--- config.mk ---
export PLATFORM = sky130hd
export DESIGN_NAME = regfile_wb
export DESIGN_NICKNAME = d
export VERILOG_FILES = /design/src/rtl/y86_pkg.sv /design/src/rtl/regfile15.sv /design/src/rtl/regfile_wb.sv
export SDC_FILE = /design/constraint.sdc
export NUM_CORES = 2
export LEC_CHECK = 0
export CAP_MARGIN = 20
export CORE_MARGIN = 3
export CORE_UTILIZATION = 39
export DETAILED_ROUTE_END_ITERATION = 6
export HOLD_SLACK_MARGIN = 0.1
export SLEW_MARGIN = 20
export SYNTH_ARGS = -nofsm -noshare
export SYNTH_HDL_FRONTEND = slang
export SYNTH_HIERARCHICAL = 1
export SYNTH_SLANG_ARGS = --single-unit
--- constraint.sdc ---
create_clock -name clock -period 3.55 [get_ports clock]
set_input_delay 0.5325 -clock clock [delete_from_list [all_inputs] [get_ports clock]]
set_output_delay 0.5325 -clock clock [all_outputs]
set_load 0.005 [all_outputs]
--- src/rtl/y86_pkg.sv ---
// Shared Y86 constants: instruction codes, register IDs and status codes.
package y86_pkg;

   localparam logic [3:0] IHALT   = 4'h0;
   localparam logic [3:0] INOP    = 4'h1;
   localparam logic [3:0] IRRMOVQ = 4'h2;
   localparam logic [3:0] IIRMOVQ = 4'h3;
   localparam logic [3:0] IRMMOVQ = 4'h4;
   localparam logic [3:0] IMRMOVQ = 4'h5;
   localparam logic [3:0] IOPQ    = 4'h6;
   localparam logic [3:0] IJXX    = 4'h7;
   localparam logic [3:0] ICALL   = 4'h8;
   localparam logic [3:0] IRET    = 4'h9;
   localparam logic [3:0] IPUSHQ  = 4'hA;
   localparam logic [3:0] IPOPQ   = 4'hB;

   localparam logic [3:0] RRSP    = 4'h4;
   localparam logic [3:0] RNONE   = 4'hF;

   typedef enum logic [3:0] {
      SBUB = 4'h0,
      SAOK = 4'h1,
      SHLT = 4'h2,
      SADR = 4'h3,
      SINS = 4'h4
   } stat_e;

endpackage

--- src/rtl/regfile15.sv ---
// Fifteen-entry register file: two synchronous write ports (M port wins a
// same-register conflict) and two combinational read ports, ID F reads as 0.
module regfile15
   import y86_pkg::*;
#(
   parameter int WIDTH = 64
) (
   input  logic             clock,
   input  logic             reset,
   input  logic             we_e,
   input  logic [3:0]       addr_e,
   input  logic [WIDTH-1:0] data_e,
   input  logic             we_m,
   input  logic [3:0]       addr_m,
   input  logic [WIDTH-1:0] data_m,
   input  logic [3:0]       raddr_a,
   input  logic [3:0]       raddr_b,
   output logic [WIDTH-1:0] rdata_a,
   output logic [WIDTH-1:0] rdata_b
);

   logic [WIDTH-1:0] regs_q [15];
   logic [WIDTH-1:0] regs_d [15];

   // The M write is applied after the E write so it overrides on a shared ID.
   always_comb begin
      for (int i = 0; i < 15; i++) begin
         regs_d[i] = regs_q[i];
         if (we_e && addr_e == 4'(i)) regs_d[i] = data_e;
         if (we_m && addr_m == 4'(i)) regs_d[i] = data_m;
      end
   end

   always_ff @(posedge clock) begin
      for (int i = 0; i < 15; i++) begin
         if (reset) regs_q[i] <= '0;
         else       regs_q[i] <= regs_d[i];
      end
   end

   always_comb begin
      rdata_a = '0;
      rdata_b = '0;
      for (int i = 0; i < 15; i++) begin
         if (raddr_a == 4'(i)) rdata_a = regs_q[i];
         if (raddr_b == 4'(i)) rdata_b = regs_q[i];
      end
   end

endmodule

--- src/rtl/regfile_wb.sv ---
// Y86 writeback stage: W pipeline register, register-file commit, decode
// read ports with optional W-stage bypass, and sticky halt/status tracking.
module regfile_wb
   import y86_pkg::*;
#(
   parameter int WIDTH  = 64,
   parameter bit BYPASS = 1'b1
) (
   input  logic             clock,
   input  logic             reset,
   input  logic             W_stall,
   input  logic             W_bubble,
   input  logic [3:0]       m_stat,
   input  logic [3:0]       m_icode,
   input  logic [WIDTH-1:0] m_valE,
   input  logic [WIDTH-1:0] m_valM,
   input  logic [3:0]       m_dstE,
   input  logic [3:0]       m_dstM,
   input  logic [3:0]       srcA,
   input  logic [3:0]       srcB,
   output logic [WIDTH-1:0] valA,
   output logic [WIDTH-1:0] valB,
   output logic [3:0]       W_icode,
   output logic [3:0]       W_dstE,
   output logic [3:0]       W_dstM,
   output logic [WIDTH-1:0] W_valE,
   output logic [WIDTH-1:0] W_valM,
   output logic [3:0]       prog_stat,
   output logic             halted
);

   stat_e            stat_q, stat_d;
   logic [3:0]       icode_q, icode_d;
   logic [3:0]       dst_e_q, dst_e_d;
   logic [3:0]       dst_m_q, dst_m_d;
   logic [WIDTH-1:0] val_e_q, val_e_d;
   logic [WIDTH-1:0] val_m_q, val_m_d;
   logic             halted_q, halted_d;
   stat_e            prog_stat_q, prog_stat_d;
   logic             commit_en;
   logic [WIDTH-1:0] rf_a, rf_b;

   always_comb begin
      stat_d  = stat_q;
      icode_d = icode_q;
      dst_e_d = dst_e_q;
      dst_m_d = dst_m_q;
      val_e_d = val_e_q;
      val_m_d = val_m_q;
      if (W_bubble) begin
         stat_d  = SAOK;
         icode_d = INOP;
         dst_e_d = RNONE;
         dst_m_d = RNONE;
         val_e_d = '0;
         val_m_d = '0;
      end else if (!W_stall) begin
         stat_d  = stat_e'(m_stat);
         icode_d = m_icode;
         dst_e_d = m_dstE;
         dst_m_d = m_dstM;
         val_e_d = m_valE;
         val_m_d = m_valM;
      end
   end

   // Only the first faulting status is latched; everything after it is frozen.
   always_comb begin
      halted_d    = halted_q;
      prog_stat_d = prog_stat_q;
      if (!halted_q && (stat_q == SHLT || stat_q == SADR || stat_q == SINS)) begin
         halted_d    = 1'b1;
         prog_stat_d = stat_q;
      end
   end

   always_ff @(posedge clock) begin
      if (reset) begin
         stat_q      <= SAOK;
         icode_q     <= INOP;
         dst_e_q     <= RNONE;
         dst_m_q     <= RNONE;
         val_e_q     <= '0;
         val_m_q     <= '0;
         halted_q    <= 1'b0;
         prog_stat_q <= SAOK;
      end else begin
         stat_q      <= stat_d;
         icode_q     <= icode_d;
         dst_e_q     <= dst_e_d;
         dst_m_q     <= dst_m_d;
         val_e_q     <= val_e_d;
         val_m_q     <= val_m_d;
         halted_q    <= halted_d;
         prog_stat_q <= prog_stat_d;
      end
   end

   assign commit_en = !halted_q && (stat_q == SAOK);

   regfile15 #(.WIDTH(WIDTH)) u_regs (
      .clock   (clock),
      .reset   (reset),
      .we_e    (commit_en && dst_e_q != RNONE),
      .addr_e  (dst_e_q),
      .data_e  (val_e_q),
      .we_m    (commit_en && dst_m_q != RNONE),
      .addr_m  (dst_m_q),
      .data_m  (val_m_q),
      .raddr_a (srcA),
      .raddr_b (srcB),
      .rdata_a (rf_a),
      .rdata_b (rf_b)
   );

   // Bypass order mirrors commit order: the M value is what will be stored.
   always_comb begin
      valA = rf_a;
      valB = rf_b;
      if (BYPASS && commit_en) begin
         if (srcA != RNONE && srcA == dst_m_q)      valA = val_m_q;
         else if (srcA != RNONE && srcA == dst_e_q) valA = val_e_q;
         if (srcB != RNONE && srcB == dst_m_q)      valB = val_m_q;
         else if (srcB != RNONE && srcB == dst_e_q) valB = val_e_q;
      end
   end

   assign W_icode   = icode_q;
   assign W_dstE    = dst_e_q;
   assign W_dstM    = dst_m_q;
   assign W_valE    = val_e_q;
   assign W_valM    = val_m_q;
   assign prog_stat = prog_stat_q;
   assign halted    = halted_q;

endmodule

==> results.py <==
metrics = {
    "status": {
        "run_status": "finished with violations",
        "violations": "DRC, setup timing",
    },
    "power_and_ir_drop": {
        "swShare_pct": 29.7,
        "internal-power_mw": 23.3,
        "report.power.total_mw": 33.1,
        "p_leak_nw": 36.0,
        "powerDensity_nw_per_um2": 378,
        "p_sw_mw": 9.83,
        "pwr-share-clk_pct": 45.5,
        "ir_drop_v": 0.000429,
        "p_comb_share_pct": 16.0,
        "p_seq_share_pct": 38.5,
    },
    "finish": {
        "area_growth_pct": 26.3,
        "post-route-util_pct": 49.7,
        "drive_gt1_share_pct": 17.9,
        "final_nets": 8802,
    },
    "worst_setup_path": {
        "cp_max_fo": 22,
        "r2r_start": "stat_q[3]",
        "slowest_stage": "a222oi_1",
        "cp.arrival_ps": 3040,
        "crit_top_cell": "buf_4",
        "path_cells": "buf_6 > buf_4 > nand2_2 > buf_4 > nor2_4 > buf_12 > a222oi_1 > o311ai_4 > buf_4 > o2bb2ai_1 > dlygate4sd2_1",
        "cp_slowest_stage_delay_ps": 570,
        "end_kind": "output port",
        "start_kind": "input pin",
        "critical_path_class": "in2out",
        "worst_ep_required_time_ps": 3020,
        "crit_start": "srcA[2]",
    },
    "drt": {
        "wire_per_inst_um": 36.6,
        "wl_um": 408000,
        "dr.pass1.iters": 7,
        "initialDrtViolationCount": 12900,
        "ant_nets": 0,
        "dr_total_vias": 77200,
        "drc": 38,
        "via_per_inst": 6.93,
    },
    "cts": {
        "cts_tree": "done",
        "clk_path_buf_depth": 3,
        "h-tree-depth": 4,
        "clock_latency_ps": 840,
        "cts_made_buffers": 140,
        "root_buffer": "clkbuf_16",
        "cts.sinks": 1109,
        "clk_pin_slew_worst_paths_ps": 60,
    },
    "synthesis": {
        "synthTopCellsByArea": "dfxtp_1 (32%), mux2i_1 (20%), a211oi_1 (11%), nor2_1 (7.1%), clkbuf_1 (3.3%)",
        "ys.flop_type": "dfxtp_1",
        "synth_nets": 8258,
        "synth_most_common_cell": "mux2i_1",
        "syn-mean-instance-area_um2": 8.57,
        "syn_inst": 8102,
        "synth_commonest_cells": "mux2i_1 (1391), nor2_1 (1304), dfxtp_1 (1109), a211oi_1 (991), clkbuf_1 (618)",
        "synth-edff-count": 0,
        "syn_area_um2": 69400,
        "yosys_register_bits": 1109,
        "async_flop_share_pct": 0,
        "synth_top_area_share_pct": 32.0,
        "yosysSeqAreaShare_pct": 32.0,
        "synth.yosys.warnings": 6,
        "synth_top_area_cell": "dfxtp_1",
        "synth_cell_types": 85,
    },
    "worst_hold_path": {
        "hold_path.class": "in2reg",
        "hp-start": "W_stall",
    },
    "die": {
        "die_h_um": 428,
        "initial_core_util_pct": 39.3,
        "ios": 429,
        "dieArea_um2": 183000,
        "std_cell_rows": 154,
        "coreArea_um2": 176000,
        "die_x_um": 428,
    },
    "sta": {
        "slew_viol_final": 0,
        "rsz0062_at_grt": "yes",
        "min_period_ps": 3570,
        "fmax_mhz": 280,
        "setup_viol": 3,
        "finClkSkew_ps": 35.5,
        "holdWs_ps": 271,
        "period_share_pct": 101,
        "relSlewSlack_pct": 26.5,
        "worstMarginPinSlew_ps": 1100,
        "finalHoldViolCount": 0,
        "layout_setup_ws_ps": -21.9,
    },
    "flow_run": {
        "cap_violations": 0,
    },
    "place": {
        "place.gp.congestion": 1.02,
        "port_buffers": 428,
        "dpl.hpwl_um": 267000,
    },
    "global_route": {
        "grt-ovfl-total": 0,
        "grt.total_usage_pct": 42.3,
        "grt_pass1_wl_um": 563000,
        "grt_max_degree": 163,
        "antenna_found_initial": 38,
        "grt_pass1_vias": 71400,
    },
}
==> final timing paths <==
| check | end | slack [ps] | cells after the start |
|---|---|---|---|
| worst max-delay path | valA[39] | -20 | 11 |
| worst min-delay path | W_icode[0] | 270 | 3 |
| worst max register to register | u_regs/regs_q[0][298] | 730 | 7 |
| worst min register to register | W_icode[0] | 480 | 2 |
==> stage by stage <==
stage	area (um^2)	setup TNS, ps	setup WS [ps]	instances
detailed placement	82300	-13440	-592	10800
CTS	87600	-39.6	-18.2	11100
floorplan	69400	0	984	8102
finish	87700	-27.6	-21.9	11100
global route	87600	-38.1	-19.7	11100
global placement	82300	-12770	-555	10800
==> repair_timing <==
| action | CTS | global route |
|---|---|---|
| setup buffers | 24 | 5 |
| hold buffers | 1 | 0 |
| hold endpoints to repair | 1 | 0 |
| pin swaps | 35 | 13 |
| resized for setup | 328 | 71 |
| cloned | 5 | 0 |
| setup endpoints to repair | 128 | 66 |
==> cell type report <==
cell class / instances / area, um^2
fillers: 16600 / 88800
well taps: 2340 / 2930
clock inverters: 45 / 553
clock buffers: 206 / 4170
diodes: 35 / 87.6
repair buffers: 1389 / 14500
multi-input cells: 5975 / 43100
flip-flops and latches: 1109 / 22200
inverters: 31 / 119
==> layout by cell type (no fill, tap or decap), types with 20 or more instances in the layout <==
| cell | count |
|---|---|
| a211oi_1 | 991 |
| nor3_1 | 35 |
| buf_12 | 243 |
| mux2_2 | 101 |
| nor2_1 | 1293 |
| a222oi_1 | 40 |
| nand3_1 | 52 |
| buf_6 | 21 |
| a21o_1 | 42 |
| diode_2 | 35 |
| a21oi_1 | 263 |
| a2bb2oi_1 | 29 |
| a211o_1 | 23 |
| clkbuf_16 | 143 |
| inv_1 | 24 |
| mux4_2 | 45 |
| a22oi_1 | 91 |
| and3_1 | 136 |
| a22o_1 | 35 |
| clkinv_2 | 20 |
| mux2i_1 | 1391 |
| o31a_1 | 22 |
| nor2b_1 | 21 |
| a221oi_1 | 55 |
| clkdlybuf4s50_1 | 290 |
| nand2_1 | 188 |
| o211ai_1 | 77 |
| clkbuf_1 | 28 |
| buf_4 | 691 |
| dfxtp_1 | 1100 |
| o21ai_0 | 275 |
| o221ai_1 | 70 |
| dlygate4sd2_1 | 59 |
| o2bb2ai_1 | 130 |
| clkbuf_8 | 35 |
| buf_2 | 38 |
| a2111oi_0 | 22 |
| o22ai_1 | 168 |
==> logic make-up after synthesis <==
group	Yosys count	synth area share, %
simple gates	1913	11.9
compound gates	2509	25.9
buf+inv	1018	6.81
xor+xnor	16	0.202
mux	1537	23.2
flops	1109	32.0
==> critical path: cells and delay by family <==
family	cells	cell delay [ps]
buffers and inverters	6	1230
AOI/OAI and AO/OA	3	1000
and+or+nand+nor	2	220
==> sequential cells by signal (all words and copies together) (netlist names) <==
register and cells:
W_dstE 4, W_dstM 4, W_icode 4, W_valE 64
W_valM 64, halted 1, prog_stat 4, stat_q 4
u_regs/regs_q 960
==> power by group through the flow <==
stage | combinational (mW) | clock (mW) | sequential [mW]
after global routing | 5.31 | 15.6 | 12.8
after CTS | 5.03 | 15.1 | 12.8
after global placement | 4.94 | 0 | 13.0
after floorplan | 2.06 | 0 | 13.0
after detailed placement | 4.95 | 0 | 13.0
final | 5.29 | 15.1 | 12.8
==> routing by layer <==
metal	wire length, um	vias to the layer above	share of wire [%]	GRT usage [%]
li1	-	31600	-	-
met1	154000	37200	38	53.8
met2	166000	6575	41	60.3
met3	54100	1778	13	13.9
met4	33400	24	8.2	28.9
met5	161	-	0.039	0
Note: power is estimated with default switching activity, not from simulation.
